<file path="config.mk">
export PLATFORM = sky130hd
export DESIGN_NAME = fetch_unit_flat
export DESIGN_NICKNAME = d
export VERILOG_FILES = /design/src/rtl/fetch_unit_pkg.sv /design/src/rtl/fetch_unit_if.sv /design/src/rtl/fetch_unit_inst_len.sv /design/src/rtl/fetch_unit.sv /design/src/flat_wrapper.sv
export SDC_FILE = /design/constraint.sdc
export NUM_CORES = 1
export LEC_CHECK = 0
export CAP_MARGIN = 10
export CORE_MARGIN = 3
export CORE_UTILIZATION = 65
export CTS_CLUSTER_DIAMETER = 30
export CTS_CLUSTER_SIZE = 16
export DETAILED_ROUTE_END_ITERATION = 10
export DONT_BUFFER_PORTS = 1
export PLACE_DENSITY = 0.79
export SLEW_MARGIN = 10
export SYNTH_ARGS = -nofsm -noshare
export SYNTH_HDL_FRONTEND = slang
export SYNTH_SLANG_ARGS = --single-unit
export TNS_END_PERCENT = 20
</file>
<file path="constraint.sdc">
create_clock -name clk -period 4.45 [get_ports clk]
set_input_delay 0.89 -clock clk [delete_from_list [all_inputs] [get_ports clk]]
set_output_delay 0.89 -clock clk [all_outputs]
set_load 0.01 [all_outputs]
</file>
<file path="src/rtl/fetch_unit_pkg.sv">
// fetch_unit_pkg: Y86 icodes, instruction field ranges and byte placement helper
package fetch_unit_pkg;
    localparam int PCLEN   = 32;
    localparam int INSTBUS = 48;
    localparam int ICODE_HI = 47, ICODE_LO = 44;
    localparam int IFUN_HI  = 43, IFUN_LO  = 40;
    localparam int RA_HI    = 39, RA_LO    = 36;
    localparam int RB_HI    = 35, RB_LO    = 32;
    localparam int IMME_HI  = 31, IMME_LO  = 0;
    localparam int DEST_HI  = 39, DEST_LO  = 8;
    typedef enum logic [3:0] {
        I_HALT, I_NOP, I_RRMOVL, I_IRMOVL, I_RMMOVL, I_MRMOVL,
        I_OPL, I_JXX, I_CALL, I_RET, I_PUSHL, I_POPL
    } icode_t;
    // Bit offset in inst_o of byte k: constants are reassembled little-endian, other bytes stay in order
    function automatic logic [5:0] byte_lane(input logic [2:0] len, input logic [2:0] k);
        return (len == 3'd6 && k >= 3'd2) ? {k - 3'd2, 3'b000} :
               (len == 3'd5) ? {k, 3'b000} : 6'd40 - {k, 3'b000};
    endfunction
endpackage

</file>
<file path="src/rtl/fetch_unit_if.sv">
// fetch_unit_if: byte-wide instruction memory read bus
interface fetch_unit_if;
    import fetch_unit_pkg::*;
    logic             mem_req;
    logic [PCLEN-1:0] mem_addr;
    logic             mem_ack;
    logic [7:0]       mem_rdata;
    modport master (output mem_req, mem_addr, input mem_ack, mem_rdata);
    modport slave  (input mem_req, mem_addr, output mem_ack, mem_rdata);
endinterface

</file>
<file path="src/rtl/fetch_unit_inst_len.sv">
// inst_len: instruction length in bytes from icode, with legality flag
module inst_len
    import fetch_unit_pkg::*;
(
    input  logic [3:0] icode,
    output logic [2:0] len,
    output logic       valid
);
    // Illegal icodes report length 1 so the bad byte alone is presented
    always_comb begin
        valid = icode <= 4'hB;
        len = (icode == I_HALT || icode == I_NOP || icode == I_RET) ? 3'd1 :
              (icode == I_RRMOVL || icode == I_OPL || icode == I_PUSHL || icode == I_POPL) ? 3'd2 :
              (icode == I_JXX || icode == I_CALL) ? 3'd5 :
              (icode == I_IRMOVL || icode == I_RMMOVL || icode == I_MRMOVL) ? 3'd6 : 3'd1;
    end
endmodule

</file>
<file path="src/rtl/fetch_unit.sv">
// fetch_unit: byte-serial instruction fetch with decode handshake, redirect, halt and illegal-op handling
module fetch_unit
    import fetch_unit_pkg::*;
#(
    parameter logic [PCLEN-1:0] RESET_PC = 32'h0000_0000
) (
    input  logic               clk,
    input  logic               rst,
    fetch_unit_if.master       mem,
    output logic [INSTBUS-1:0] inst_o,
    output logic [PCLEN-1:0]   pc_o,
    output logic [PCLEN-1:0]   valP_o,
    output logic               inst_valid_o,
    input  logic               inst_ready_i,
    input  logic               redirect_i,
    input  logic [PCLEN-1:0]   redirect_pc_i,
    output logic               halted_o,
    output logic               bad_inst_o
);
    localparam logic [2:0] IDLE = 3'd0, BYTE0 = 3'd1, REST = 3'd2,
                           PRESENT = 3'd3, HALTED = 3'd4, ERROR = 3'd5;

    logic [2:0]       state, idx, len_r, len_b0;
    logic [PCLEN-1:0] pc;
    logic             discard, ok_b0, ack_hit;

    assign ack_hit = mem.mem_req & mem.mem_ack;

    inst_len u_len (.icode(mem.mem_rdata[7:4]), .len(len_b0), .valid(ok_b0));

    // Fetch sequencing; a redirect overrides whatever the state machine chose this cycle
    always_ff @(posedge clk) begin
        if (rst) begin
            state        <= IDLE;
            pc           <= RESET_PC;
            mem.mem_req  <= 1'b0;
            mem.mem_addr <= RESET_PC;
            inst_o       <= '0;
            pc_o         <= '0;
            valP_o       <= '0;
            inst_valid_o <= 1'b0;
            halted_o     <= 1'b0;
            bad_inst_o   <= 1'b0;
            idx          <= '0;
            len_r        <= 3'd1;
            discard      <= 1'b0;
        end else begin
            case (state)
                IDLE: begin
                    mem.mem_req  <= 1'b1;
                    mem.mem_addr <= pc;
                    state        <= BYTE0;
                end
                BYTE0: if (ack_hit) begin
                    if (discard) begin
                        discard      <= 1'b0;
                        mem.mem_addr <= pc;
                    end else begin
                        inst_o <= {mem.mem_rdata, 40'b0};
                        len_r  <= len_b0;
                        idx    <= 3'd1;
                        if (!ok_b0 || len_b0 == 3'd1) begin
                            mem.mem_req  <= 1'b0;
                            state        <= PRESENT;
                            inst_valid_o <= 1'b1;
                            bad_inst_o   <= !ok_b0;
                            pc_o         <= pc;
                            valP_o       <= pc + 32'(len_b0);
                        end else begin
                            mem.mem_addr <= mem.mem_addr + 32'd1;
                            state        <= REST;
                        end
                    end
                end
                REST: if (ack_hit) begin
                    inst_o[byte_lane(len_r, idx) +: 8] <= mem.mem_rdata;
                    if (idx == len_r - 3'd1) begin
                        mem.mem_req  <= 1'b0;
                        state        <= PRESENT;
                        inst_valid_o <= 1'b1;
                        pc_o         <= pc;
                        valP_o       <= pc + 32'(len_r);
                    end else begin
                        mem.mem_addr <= mem.mem_addr + 32'd1;
                        idx          <= idx + 3'd1;
                    end
                end
                PRESENT: if (inst_ready_i) begin
                    inst_valid_o <= 1'b0;
                    pc           <= valP_o;
                    if (bad_inst_o) state <= ERROR;
                    else if (inst_o[ICODE_HI:ICODE_LO] == I_HALT) begin
                        state    <= HALTED;
                        halted_o <= 1'b1;
                    end else begin
                        mem.mem_req  <= 1'b1;
                        mem.mem_addr <= valP_o;
                        state        <= BYTE0;
                    end
                end
                default: ;
            endcase
            if (redirect_i && state != ERROR) begin
                pc           <= redirect_pc_i;
                inst_valid_o <= 1'b0;
                halted_o     <= 1'b0;
                bad_inst_o   <= 1'b0;
                state        <= BYTE0;
                if (ack_hit || !mem.mem_req) begin
                    mem.mem_req  <= 1'b1;
                    mem.mem_addr <= redirect_pc_i;
                    discard      <= 1'b0;
                end else discard <= 1'b1;
            end
        end
    end
endmodule
</file>
<file path="src/flat_wrapper.sv">
// flat-port wrapper written by rule: the top's interface ports become plain ports
module fetch_unit_flat import fetch_unit_pkg::*;
#(
    parameter logic [PCLEN-1:0] RESET_PC = 32'h0000_0000
)
  (clk, rst, inst_o, pc_o, valP_o, inst_valid_o, inst_ready_i, redirect_i, redirect_pc_i, halted_o, bad_inst_o, mem_mem_req, mem_mem_addr, mem_mem_ack, mem_mem_rdata);
  fetch_unit_if mem_i ();
  input  logic clk;
  input  logic rst;
  output logic [INSTBUS-1:0] inst_o;
  output logic [PCLEN-1:0] pc_o;
  output logic [PCLEN-1:0] valP_o;
  output logic inst_valid_o;
  input  logic inst_ready_i;
  input  logic redirect_i;
  input  logic [PCLEN-1:0] redirect_pc_i;
  output logic halted_o;
  output logic bad_inst_o;
  output wire logic [$bits(mem_i.mem_req)-1:0] mem_mem_req;
  output wire logic [$bits(mem_i.mem_addr)-1:0] mem_mem_addr;
  input wire logic [$bits(mem_i.mem_ack)-1:0] mem_mem_ack;
  input wire logic [$bits(mem_i.mem_rdata)-1:0] mem_mem_rdata;
  assign mem_mem_req = mem_i.mem_req;
  assign mem_mem_addr = mem_i.mem_addr;
  assign mem_i.mem_ack = mem_mem_ack;
  assign mem_i.mem_rdata = mem_mem_rdata;
  fetch_unit #(.RESET_PC(RESET_PC)) u_core (.clk(clk), .rst(rst), .mem(mem_i), .inst_o(inst_o), .pc_o(pc_o), .valP_o(valP_o), .inst_valid_o(inst_valid_o), .inst_ready_i(inst_ready_i), .redirect_i(redirect_i), .redirect_pc_i(redirect_pc_i), .halted_o(halted_o), .bad_inst_o(bad_inst_o));
endmodule
</file>
* After elaboration in Yosys (flattened, before gate mapping)
Cells that the tools add are included.
** Word-level totals
- Register bits after elaboration :: 190
- Word-level logic and storage cells :: 171
- Input bits :: 45
- Output and inout port bits :: 148
** Operators by class
- Shifts and indexed selects :: 2
- Reduce and logical (&&, ||, !) cells :: 37
- Multiplexer cells :: 74
- Bitwise operators :: 3
- $add $sub $neg :: 8
- Equal/unequal tests :: 31
- Order comparisons :: 2
** Operators with widths (number)
- two-way mux 32 bit :: 23
- two-way mux 48 bit :: 3
- case mux 32 bit (2 select lines) :: 2
- case mux 32 bit (4 select lines) :: 1
- case mux 48 bit (2 select lines) :: 1
- adder 32 x 3 -> 32 bit :: 2
- bitwise mux 48 bit :: 1
- variable shift 8 x 8 -> 48 bit (first input constant) :: 1
- indexed part select 8 x 8 -> 48 bit :: 1
- two-way mux 3 bit :: 15
- adder 32 x 1 -> 32 bit (second input constant) :: 1
- two-way mux 1 bit :: 22
- AND reduction 6 bit :: 3
- == test 4 x 3 -> 1 bit (second input constant) :: 4
- == test 4 bit (second input constant) :: 4
- two-way mux 6 bit :: 2
- case mux 3 bit (4 select lines) :: 1
- AND reduction 4 bit :: 3
- logical OR 1 bit :: 10
- nonzero test 2 bit :: 5
- != test 3 x 1 -> 1 bit (second input constant) :: 3
- == test 4 x 2 -> 1 bit (second input constant) :: 2
- zero test 4 bit :: 2
- != test 2 x 1 -> 1 bit (second input constant) :: 4
- other kinds (31) :: 41

* Depth between registers and ports, before layout
- Word-level depth :: 15
- Depth in mapped cells :: 15

* Hierarchy
Synthesis repeated with hierarchy kept, for this count alone.
** Second synthesis, totals
- Cell total of the unflattened synthesis :: 1347
- Area, all modules :: 10577.6 um2
** By module, submodules not included
- fetch_unit :: cells each 1339, times used 1, area each 10531.4 um2
- inst_len :: cells each 8, times used 1, area each 46.3 um2

* Least setup slack after synthesis
Ideal clock, no wire load.
- Kind :: input to register
- Start point :: input port mem_mem_rdata[4]
- End point :: register u_core.valP_o[24]
- Arrival time :: 3.394 ns
- Library setup time :: 0.091 ns
- Data required time :: 4.359 ns
- Path slack :: 0.965 ns
- Cell stages on the path :: 13
- Path through :: clkbuf_1 nand2_1 a21oi_1 nor2_1 a21oi_1 ha_1 fa_1 a21o_1 nand4_1 or3_1 buf_2 or3_1 a311oi_1
** On the way
- Cells in the longest elaborated chain, start to end :: 12
- Elaborated cells between the ends (all ways) :: 35
- Classes of those cells :: add/sub (1); order compare (1); eq/ne (13); mux (8); reduce/logical (12)
** RTL lines
- from (decl) :: RTL line flat_wrapper.sv:22 : input wire logic [$bits(mem_i.mem_rdata)-1:0] mem_mem_rdata;
- == test 4 x 2 -> 1 bit / == test 4 x 3 -> 1 bit (equally long branches) :: RTL line fetch_unit_inst_len.sv:15 : (icode == I_IRMOVL || icode == I_RMMOVL || icode == I_MRMOVL) ? 3'd6 : 3'd1;
- logical OR 1 bit (2 in series) :: RTL line fetch_unit_inst_len.sv:15
- two-way mux 3 bit :: RTL line fetch_unit_inst_len.sv:15
- two-way mux 3 bit :: RTL line fetch_unit_inst_len.sv:14 : (icode == I_JXX || icode == I_CALL) ? 3'd5 :
- two-way mux 3 bit :: RTL line fetch_unit_inst_len.sv:13 : (icode == I_RRMOVL || icode == I_OPL || icode == I_PUSHL || icode == I_POPL) ? 3'd2 :
- two-way mux 3 bit :: RTL line fetch_unit_inst_len.sv:12 : len = (icode == I_HALT || icode == I_NOP || icode == I_RET) ? 3'd1 :
- adder 32 x 3 -> 32 bit :: RTL line fetch_unit.sv:68 : valP_o <= pc + 32'(len_b0);
- two-way mux 32 bit :: RTL line fetch_unit.sv:62 : if (!ok_b0 || len_b0 == 3'd1) begin
- two-way mux 32 bit :: RTL line fetch_unit.sv:55 : if (discard) begin
- two-way mux 32 bit :: RTL line fetch_unit.sv:54 : BYTE0: if (ack_hit) begin
- case mux 32 bit (2 select lines) :: RTL line fetch_unit.sv:48 : case (state)
- to (signal assigned) :: RTL line fetch_unit.sv:68
- to (signal assigned) :: RTL line fetch_unit.sv:82 : valP_o <= pc + 32'(len_r);
- to (decl) :: RTL line fetch_unit.sv:12 : output logic [PCLEN-1:0] valP_o,
Parallel ways exist; a longest one is shown, timed or not. The select of a mux whose other input is x is not followed.
A chain may end at the register's enable or synchronous reset.

* Worst setup path in the final report
- Start point :: register u_core.len_r[0]
- End point :: register u_core.inst_o[6]
** On the way
- Cells in the longest elaborated chain, start to end :: 8
- Elaborated cells between the ends (all ways) :: 11
- Classes of those cells :: add/sub (1); eq/ne (2); shift (2); mux (5); reduce/logical (1)
** RTL lines
- from (decl) :: RTL line fetch_unit.sv:23 : logic [2:0] state, idx, len_r, len_b0;
- from (signal assigned) :: RTL line fetch_unit.sv:60 : len_r <= len_b0;
- == test 3 bit (on tied branches) :: RTL line fetch_unit_pkg.sv:18, fetch_unit_pkg.sv:17
- two-way mux 6 bit / logical AND 1 bit (equally long branches) :: RTL line fetch_unit_pkg.sv:18, fetch_unit_pkg.sv:17
- two-way mux 6 bit * :: RTL line fetch_unit_pkg.sv:17 : return (len == 3'd6 && k >= 3'd2) ? {k - 3'd2, 3'b000} :
- negator 6 -> 8 bit * :: RTL line fetch_unit.sv:76 : inst_o[byte_lane(len_r, idx) +: 8] <= mem.mem_rdata;
- indexed part select 8 x 8 -> 48 bit / variable shift 8 x 8 -> 48 bit (equally long branches) :: RTL line fetch_unit.sv:76
- bitwise mux 48 bit * :: RTL line fetch_unit.sv:76
- two-way mux 48 bit * :: RTL line fetch_unit.sv:75 : REST: if (ack_hit) begin
- case mux 48 bit (2 select lines) * :: RTL line fetch_unit.sv:48
- to (signal assigned) :: RTL line fetch_unit.sv:59 : inst_o <= {mem.mem_rdata, 40'b0};
- to (signal, indexed assignment) :: RTL line fetch_unit.sv:76
- to (decl) :: RTL line fetch_unit.sv:10 : output logic [INSTBUS-1:0] inst_o,
Every way passes the cells marked *; elsewhere a longest branch is shown, timed or not. The select of a mux whose other input is x is not followed.

==> out/summary.txt <==
Worst-margin pin slew -> 0.934 ns
I/O pin total -> 193
Crit path max-delay cell type -> nor2b_1
Syn avg cell area -> 7.65 um^2
Hold_sp -> u_core.pc_o[3]
Worst setup margin -> 0.788 ns
Largest net degree at the start of global routing -> 131
Setup crit start -> u_core.len_r[0]
Status -> finished clean
Final WL -> 41.9 mm
Rel. slew slack -> 37.2%
CTS Sinks -> 190
Mapped Area -> 0.0113 mm^2
Syn Nets -> 1538
Clock Root Buffer -> clkbuf_16
DIE WIDTH -> 138 um
Fmax -> 0.273 GHz
Placed inst area -> 0.0112 mm^2
Critical path, cell by cell -> inv_1 > ha_1 > nand2_1 > a21oi_1 > a21oi_1 > xnor2_1 > inv_1 > ha_1 > ha_1 > nor4b_1 > nor2b_1 > a22o_1
Synth Flop Type -> dfxtp_1
Final Cycle Share -> 82.3%
Reg-to-Reg Start -> u_core.len_r[0]
Global-route congestion overflow total -> 0
WL/cell -> 26.0 um
Port Buffers -> 0
Routed Antenna Nets -> 0
Post-synth EDFFs -> 0
WP data arrival -> 4.05 ns
CP startpoint kind -> register
Post-detailed-route via-to-cell ratio -> 7.32
Delay of the slowest critical-path stage -> 0.63 ns
Via count -> 11800
Dpl hpwl -> 29.0 mm
Most Frequent Cell on Critical Path -> ha_1
Final core utilization -> 70.1%
Final cell count without fillers -> 1614
Critical path class -> register to register
Tmin final -> 3.66 ns
CTS Buffer Depth -> 2
Gr usage total -> 43.4%
Initial antenna violation count -> 0
Cell area after layout -> 0.0118 mm^2
DRC violation total after the first TritonRoute iteration -> 1929
Cell variety after synth -> 79
Max-cap violations -> 0
Hold Path Class -> register to register
# H-tree levels -> 4
Clk Latency, worst-skew pair -> 0.46 ns
Post-route setup TNS -> 0 ns
RSZ-0062 raised after global routing -> false
Post-CTS Hold Buffers -> 0
Design Power -> 4.11 mW
Placer congestion estimate -> 1.03
Worst vdd ir -> 0.290 mV
Area growth syn-to-layout -> 4.26%
DR DRC count -> 0
Chip height -> 138 um
Nets -> 1440
Core Region -> 0.0168 mm^2
Initial Utilization -> 67.3%
DR pass1 iterations -> 6
CTS tree -> built
Mapped Cells -> 1478
Area share of the largest cell type after synthesis -> 33.6%
Number of post-CTS setup repair buffers -> 0
Top post-synthesis cells by area -> dfxtp_1, nand2_1, nor2_1
Final slew viol count -> 0
CP required -> 4.84 ns
First-pass GRT wire length -> 63.2 mm
Post-synth top area cell -> dfxtp_1
Setup Viol. Count Final -> 0
Crit Path Max Fanout -> 8
Layout Skew -> 0.0120 ns
Flip-flop and latch count after synthesis -> 190
Die area -> 0.0190 mm^2
Number of global-route vias before repair -> 10600
Commonest non-fill, non-tap cell in the layout -> nand2_1
Most frequent cells in the layout -> nand2_1, dfxtp_1, nor2_1, a21oi_1, o21ai_0
CTS clock-pin slew for the worst setup and hold paths -> 0.08 ns
CP endpoint kind -> register
Cell Rows -> 47
Fraction of layout cells with a size suffix above 1 -> 6.17%
Post_cts resized -> 0
Dpl cells -> 1581
Leakage -> 3.88 nW
Async SR Flop Fraction -> 0%
Seq/Total Area, Yosys -> 33.6%
PwrDens -> 348 mW/mm^2
CTS Buf Count -> 17
Final hold vios -> 0
Min Hold Slack -> 0.505 ns
Worst reg2reg setup slack -> 0.79 ns
Synth warnings -> 0
Pre-CTS setup slack -> 0.818 ns
[cells by family (layout without fill, tap and decap cells)]
logic type | Yosys count | count (layout) | synth area share, %
fa+ha+maj | 15 | 15 | 1.73
buf+inv | 166 | 81 | 6.22
flops | 190 | 190 | 33.6
simple gates | 586 | 586 | 24.2
mux | 34 | 34 | 3.05
compound gates | 428 | 428 | 26.5
other cells | 0 | 1 | 0
xor+xnor | 59 | 59 | 4.70
[power breakdown]
part | leakage (nW) | total [mW] | internal [mW] | switching (mW)
Combinational | 2.05 | 0.573 | 0.218 | 0.355
Clock | 0.286 | 1.56 | 0.768 | 0.790
Sequential | 1.55 | 1.97 | 1.77 | 0.203
[state kept, by name, indices dropped and copies added (netlist names), 3 cells and up]
register             cells
u_core.mem.mem_addr     32
u_core.idx               3
u_core.pc               32
u_core.inst_o           48
u_core.state             3
u_core.len_r             3
u_core.valP_o           32
u_core.pc_o             32
[worst paths after layout]
check | depth (start not counted) | endpoint
worst max register to register | 12 | u_core.inst_o[6]
worst max-delay path | 12 | u_core.inst_o[6]
worst min-delay path | 2 | u_core.pc_o[3]
worst min register to register | 2 | u_core.pc_o[3]
[final cells by class]
class,instances,area [um^2]
repair buffers,27,215
well taps,220,275
inverters,22,82.6
diodes,1,2.50
multi-input cells,1122,6820
flip-flops and latches,190,3800
clock buffers,19,443
clock inverters,13,150
fillers,1420,5030
[cell usage after synthesis, types with 5 or more instances]
cell	count
o21a_1	5
ha_1	14
dfxtp_1	190
a22o_1	48
o31ai_1	7
clkbuf_1	94
buf_1	9
o31a_1	5
nand3b_1	6
nor2_1	150
nand4_1	18
xor2_1	21
o21ai_0	72
nor3_1	26
buf_2	28
a221oi_1	16
nor2b_1	10
nand3_1	35
a21oi_1	94
nor4_1	12
or3_1	14
and4_1	10
a311oi_1	43
mux2i_1	30
clkbuf_2	6
and2_1	7
nand2_1	234
inv_1	21
nand2b_1	12
o221ai_1	13
a31oi_1	18
a2111oi_0	5
a221o_1	5
nor3b_1	5
o221a_2	5
and3_1	28
o211ai_1	12
xnor2_1	37
a211oi_1	38
a22oi_1	14
[worst max-delay path, delay by kind of cell, from the launching register on]
family          cells  cell delay, ns
simple gates        3            1.12
flops               1            0.35
fa+ha+maj           3            0.82
xor+xnor            1            0.53
buf+inv             2            0.27
compound gates      3            0.52
[layer usage]
| layer | GRT usage (%) | up-vias | share of wire, % |
|---|---|---|---|
| met5 | 0 | - | 0.13 |
| met3 | 18.6 | 156 | 17 |
| met4 | 14.6 | 2 | 3.7 |
| met2 | 60.3 | 974 | 40 |
| met1 | 60.1 | 5486 | 39 |
| li1 | - | 5195 | - |
No activity file was read; power rests on OpenSTA's default activity.
